===== config.mk =====
export PLATFORM = sky130hd
export DESIGN_NAME = countdown_timer
export DESIGN_NICKNAME = d
export VERILOG_FILES = /design/src/rtl/countdown_pkg.sv /design/src/rtl/bcd_down_digit.sv /design/src/rtl/countdown_timer.sv
export SDC_FILE = /design/constraint.sdc
export NUM_CORES = 1
export LEC_CHECK = 0
export BUFFER_PORTS_ARGS = -buffer_cell sky130_fd_sc_hd__buf_2
export CORE_ASPECT_RATIO = 1.75
export CORE_UTILIZATION = 50
export CTS_CLUSTER_DIAMETER = 50
export CTS_CLUSTER_SIZE = 8
export DETAILED_ROUTE_END_ITERATION = 8
export PLACE_DENSITY = 0.73
export SLEW_MARGIN = 20
export SYNTH_ARGS = -nofsm -noshare
export SYNTH_HDL_FRONTEND = slang
export SYNTH_HIERARCHICAL = 1
export SYNTH_SLANG_ARGS = --single-unit

===== constraint.sdc =====
create_clock -name clk -period 4 [get_ports clk]
set_input_delay 0.4 -clock clk [delete_from_list [all_inputs] [get_ports clk]]
set_output_delay 0.4 -clock clk [all_outputs]
set_load 0.005 [all_outputs]

===== src/rtl/countdown_pkg.sv =====
// Shared types and constants for the countdown timer: FSM states, BCD digit type
// and the clamp helper used when presets are latched.
package countdown_pkg;

  typedef enum logic [1:0] {
    IDLE    = 2'd0,
    RUN     = 2'd1,
    PAUSE   = 2'd2,
    EXPIRED = 2'd3
  } state_t;

  typedef logic [3:0] bcd_t;

  localparam bcd_t DIGIT_MAX = 4'd9;
  localparam bcd_t TENS_MAX  = 4'd5;

  function automatic bcd_t clamp_digit(input bcd_t d, input bcd_t max);
    return (d > max) ? max : d;
  endfunction

endpackage


===== src/rtl/bcd_down_digit.sv =====
// One BCD down-counting digit; wraps from 0 to MAX and raises borrow_out
// so the next more significant digit decrements in the same cycle.
module bcd_down_digit
  import countdown_pkg::*;
#(
  parameter bcd_t MAX = DIGIT_MAX
) (
  input  logic clk,
  input  logic reset_n,
  input  logic load,
  input  bcd_t load_value,
  input  logic dec,
  output bcd_t value,
  output logic borrow_out
);

  bcd_t r_value;

  always_ff @(posedge clk or negedge reset_n) begin
    if (!reset_n) begin
      r_value <= '0;
    end else if (load) begin
      r_value <= load_value;
    end else if (dec) begin
      r_value <= (r_value == 4'd0) ? MAX : r_value - 4'd1;
    end
  end

  assign value      = r_value;
  assign borrow_out = dec && (r_value == 4'd0);

endmodule


===== src/rtl/countdown_timer.sv =====
// SS.hh countdown timer: 10 ms prescaler, four-digit BCD down-count, IDLE/RUN/PAUSE/EXPIRED FSM.
// Define COUNTDOWN_AUTO_RELOAD_EN to reload the preset on expiry instead of halting.
module countdown_timer
  import countdown_pkg::*;
#(
  parameter int TICK_DIV = 1000000,
  parameter int TICK_W   = 20
) (
  input  logic       clk,
  input  logic       reset_n,
  input  logic       load,
  input  logic       start,
  input  logic       stop,
  input  logic [3:0] preset0,
  input  logic [3:0] preset1,
  input  logic [3:0] preset2,
  input  logic [3:0] preset3,
  output logic [3:0] digit0,
  output logic [3:0] digit1,
  output logic [3:0] digit2,
  output logic [3:0] digit3,
  output logic       running,
  output logic       expired,
  output logic       expire_pulse,
  output state_t     o_state
);

  state_t            r_state;
  state_t            w_next;
  logic [TICK_W-1:0] r_presc;
  bcd_t [3:0]        r_preset;
  logic              r_running;
  logic              r_expired;
  logic              r_expire_pulse;

  bcd_t [3:0]        w_clamped;
  bcd_t [3:0]        w_digit;
  bcd_t [3:0]        w_dig_value;
  logic [4:0]        w_dec_chain;
  logic              w_presc_end;
  logic              w_tick;
  logic              w_count_nz;
  logic              w_is_one;
  logic              w_expire;
  logic              w_reload;
  logic              w_dig_load;
  logic              w_dec;

  assign w_clamped = {clamp_digit(preset3, TENS_MAX), clamp_digit(preset2, DIGIT_MAX),
                      clamp_digit(preset1, DIGIT_MAX), clamp_digit(preset0, DIGIT_MAX)};

  assign w_count_nz  = (w_digit != 16'h0000);
  assign w_is_one    = (w_digit == 16'h0001);
  assign w_presc_end = (r_presc == TICK_W'(TICK_DIV - 1));
  // A load in the same cycle swallows the tick, so it can never expire the count.
  assign w_tick      = (r_state == RUN) && !load && w_presc_end;
  assign w_expire    = w_tick && w_is_one;

`ifdef COUNTDOWN_AUTO_RELOAD_EN
  assign w_reload = w_expire;
`else
  assign w_reload = 1'b0;
`endif

  assign w_dig_load     = load || w_reload;
  assign w_dig_value    = load ? w_clamped : r_preset;
  assign w_dec          = w_tick && !w_reload && w_count_nz;
  assign w_dec_chain[0] = w_dec;

  for (genvar gi = 0; gi < 4; gi++) begin : g_digit
    bcd_down_digit #(
      .MAX((gi == 3) ? TENS_MAX : DIGIT_MAX)
    ) u_digit (
      .clk        (clk),
      .reset_n    (reset_n),
      .load       (w_dig_load),
      .load_value (w_dig_value[gi]),
      .dec        (w_dec_chain[gi]),
      .value      (w_digit[gi]),
      .borrow_out (w_dec_chain[gi+1])
    );
  end

  // A borrow out of the tens-of-seconds digit would mean the count wrapped below 00.00.
  a_no_underflow: assert property (@(posedge clk) disable iff (!reset_n) !w_dec_chain[4]);

  always_ff @(posedge clk or negedge reset_n) begin
    if (!reset_n) begin
      r_presc <= '0;
    end else if (load) begin
      r_presc <= '0;
    end else if (r_state == RUN) begin
      r_presc <= w_presc_end ? '0 : r_presc + TICK_W'(1);
    end
  end

  always_ff @(posedge clk or negedge reset_n) begin
    if (!reset_n) begin
      r_preset <= '0;
    end else if (load) begin
      r_preset <= w_clamped;
    end
  end

  always_comb begin
    w_next = r_state;
    if (load) begin
      w_next = IDLE;
    end else begin
      case (r_state)
        IDLE, PAUSE: begin
          if (start && !stop && w_count_nz) w_next = RUN;
        end
        RUN: begin
          if (w_expire) begin
`ifdef COUNTDOWN_AUTO_RELOAD_EN
            w_next = RUN;
`else
            w_next = EXPIRED;
`endif
          end else if (stop) begin
            w_next = PAUSE;
          end
        end
        EXPIRED: w_next = EXPIRED;
        default: w_next = IDLE;
      endcase
    end
  end

  always_ff @(posedge clk or negedge reset_n) begin
    if (!reset_n) begin
      r_state        <= IDLE;
      r_running      <= 1'b0;
      r_expired      <= 1'b0;
      r_expire_pulse <= 1'b0;
    end else begin
      r_state        <= w_next;
      r_running      <= (w_next == RUN);
      r_expired      <= (w_next == EXPIRED);
      r_expire_pulse <= w_expire;
    end
  end

  assign digit0       = w_digit[0];
  assign digit1       = w_digit[1];
  assign digit2       = w_digit[2];
  assign digit3       = w_digit[3];
  assign running      = r_running;
  assign expired      = r_expired;
  assign expire_pulse = r_expire_pulse;
  assign o_state      = r_state;

endmodule

==> flow_summary.json <==
{
  "hold_viol_final": 0,
  "routed_wl_mm": 7.14,
  "dieArea_sq_um": 6250,
  "drv_cap": 0,
  "final.period_utilization": 0.917,
  "fp.dieH_microns": 104,
  "htree_num_levels": 3,
  "drt-wirelength-per-cell_microns": 16.5,
  "clock-sinks": 57,
  "drtIter0Drc": 134,
  "worstPathArrival_ps": 3870,
  "syn_avg_cell_area_sq_um": 9.84,
  "path_cells": "or4b_4 > nor4b_4 > nand3_1 > nor2_1 > nor4b_4 > nor2b_1 > nor4b_4 > nor2b_1 > nor4b_4 > nor2b_4 > or4b_1 > nand2_1 > o21ai_1",
  "switching_share": 0.268,
  "clock_path_buffers": 2,
  "power.leakage_nw": 1.50,
  "clkPwrFrac": 0.385,
  "critPathKind": "flop to flop",
  "power_frac_seq": 0.517,
  "setup_violations": 0,
  "startpoint_type": "flop",
  "global_route.overflow_total": 0,
  "hold_class": "input pin to async pin",
  "status": "completed",
  "max_freq_mhz": 273,
  "cts_buffers": 9,
  "min_period_ps": 3670,
  "cts_tree": "done",
  "finClkSkew_ps": 10.5,
  "grt_pass1_vias": 2565,
  "synth_nets": 323,
  "num_antenna_cells": 0,
  "crit_required_ps": 4200,
  "rows": 36,
  "grt_usage": 0.265,
  "portBuffers": 41,
  "ir_worst_vdd_uv": 284,
  "routed_via_density": 5.77,
  "dp_hpwl_mm": 5.18,
  "crit_top_cell": "nor4b_4",
  "root_buffer": "clkbuf_8",
  "drive_gt1_frac": 0.219,
  "grt_max_degree": 52,
  "rrSetupSlack_ps": 330,
  "drc": 0,
  "power.density_nw_per_um2": 362,
  "fin_area_sq_um": 3460,
  "layout.nets": 373,
  "cp_slowest_stage_delay_ps": 570,
  "path_buf_inv": 0,
  "slew_violations": 0,
  "p_int_uw": 918,
  "die_x_microns": 60.2,
  "crit_slowest_cell": "or4b_4",
  "r2r.worst_path.cells": 13,
  "crit_family": "simple AND/OR/NAND/NOR gates",
  "switching_power_uw": 336,
  "io_pins": 42,
  "tightest_slew_ps": 770,
  "dr.pass1.iters": 5,
  "slew_headroom": 0.483,
  "critPathMaxFanout": 7,
  "antenna_left": 0,
  "vias": 2491,
  "cts_setup_buffers": 0,
  "place.gp.congestion": 0.881,
  "placed_area_sq_um": 3270,
  "rr_endpoint": "g_digit[3].u_digit/value[3]",
  "coreArea_sq_um": 5630,
  "syn-cell-area_sq_um": 2960,
  "clock_latency_ps": 340,
  "syn_inst": 301,
  "yosysWarnings": 6,
  "syn_to_final_growth_pct": 16.8,
  "combPwrFrac": 0.098,
  "cp-end-kind": "flop",
  "regToRegStartpoint": "r_presc[7]",
  "final_util": 0.615,
  "path_clk_slew_ps": 70,
  "antenna_found_initial": 0,
  "power_mw": 1.25,
  "grt_pass1_wl_mm": 12.2,
  "start_util": 0.526
}
-- worst register-to-register path: cells and delay by family (launching register included) --
| family | cells | cell delay (ps) |
|---|---|---|
| AO/OA/AOI/OAI | 1 | 50 |
| AND/OR/NAND/NOR | 12 | 3060 |
| flip-flops | 1 | 440 |
-- cell type report --
type / count / area (sq um)
multi-input combinational: 224 / 1470
clock buffer: 13 / 159
clock inverter: 3 / 15.0
sequential: 57 / 1430
inverter: 11 / 41.3
fill: 493 / 2170
timing repair buffer: 48 / 258
tap: 76 / 95.1
-- per-layer routing --
layer | part of all wire | vias to the layer above | global-route usage
met3 | 0.041 | 28 | 0.0737
met4 | 0.056 | 0 | 0.178
met2 | 0.53 | 67 | 0.414
met1 | 0.37 | 1188 | 0.300
li1 | - | 1208 | -
met5 | 0 | - | 0
-- power groups by stage --
stage	Sequential [mW]	Clock, mW	Combinational, mW
finish	0.648	0.483	0.123
global route	0.653	0.522	0.140
CTS	0.647	0.496	0.125
detailed placement	0.657	0	0.125
global placement	0.656	0	0.121
floorplan	0.650	0	0.0639
-- per-stage QoR --
step	setup WS, ps	hold slack (ps)	std cells	setup TNS, ps
2_1_floorplan	268	104	301	0
3_3_place_gp	395	475	416	0
3_5_place_dp	289	493	416	0
4_1_cts	247	157	432	0
5_1_grt	-9.26	199	432	-9.26
6_report	333	132	432	0
-- registers in the layout, indices dropped and copies added (netlist names) --
signal	flops
expired	1
r_preset	16
g_digit.u_digit/value	16
o_state	2
running	1
expire_pulse	1
r_presc	20
-- layout by cell type, fill, tap and decap left out, types with 3 or more instances in the layout --
master and instances:
a21o_1 3, nor4_1 6, nor2b_1 9, buf_4 7, clkinv_2 3, nand3_1 10
mux2i_1 4, and3_1 3, o21ai_1 6, nor2_1 20, dfrtp_1 57, buf_2 41
mux2_2 3, nor4b_4 4, nand4_1 6, nand2b_1 8, and2b_1 3, inv_1 11
a31oi_1 13, o21ai_0 20, clkbuf_8 11, nor3_1 5, nand2_1 28, a21oi_1 19
a22o_1 9, nor3b_2 3, xnor2_1 8
-- timing repair --
action | CTS | global route
setup endpoints to repair | 0 | 3
hold buffers | 0 | 0
gates resized for setup | 0 | 3
-- worst max path at each step --
stage,to,cells past startpoint,startpoint,slack [ps]
after detailed placement,g_digit[3].u_digit/value[3],13,r_presc[7],290
after global routing,g_digit[3].u_digit/value[3],13,r_presc[7],-9
after floorplan,g_digit[3].u_digit/value[3],13,r_presc[7],270
after CTS,g_digit[3].u_digit/value[3],13,r_presc[7],250
after global placement,g_digit[3].u_digit/value[3],13,r_presc[7],390
final,g_digit[3].u_digit/value[3],13,r_presc[7],330
Power figures use the tool's default switching activity.
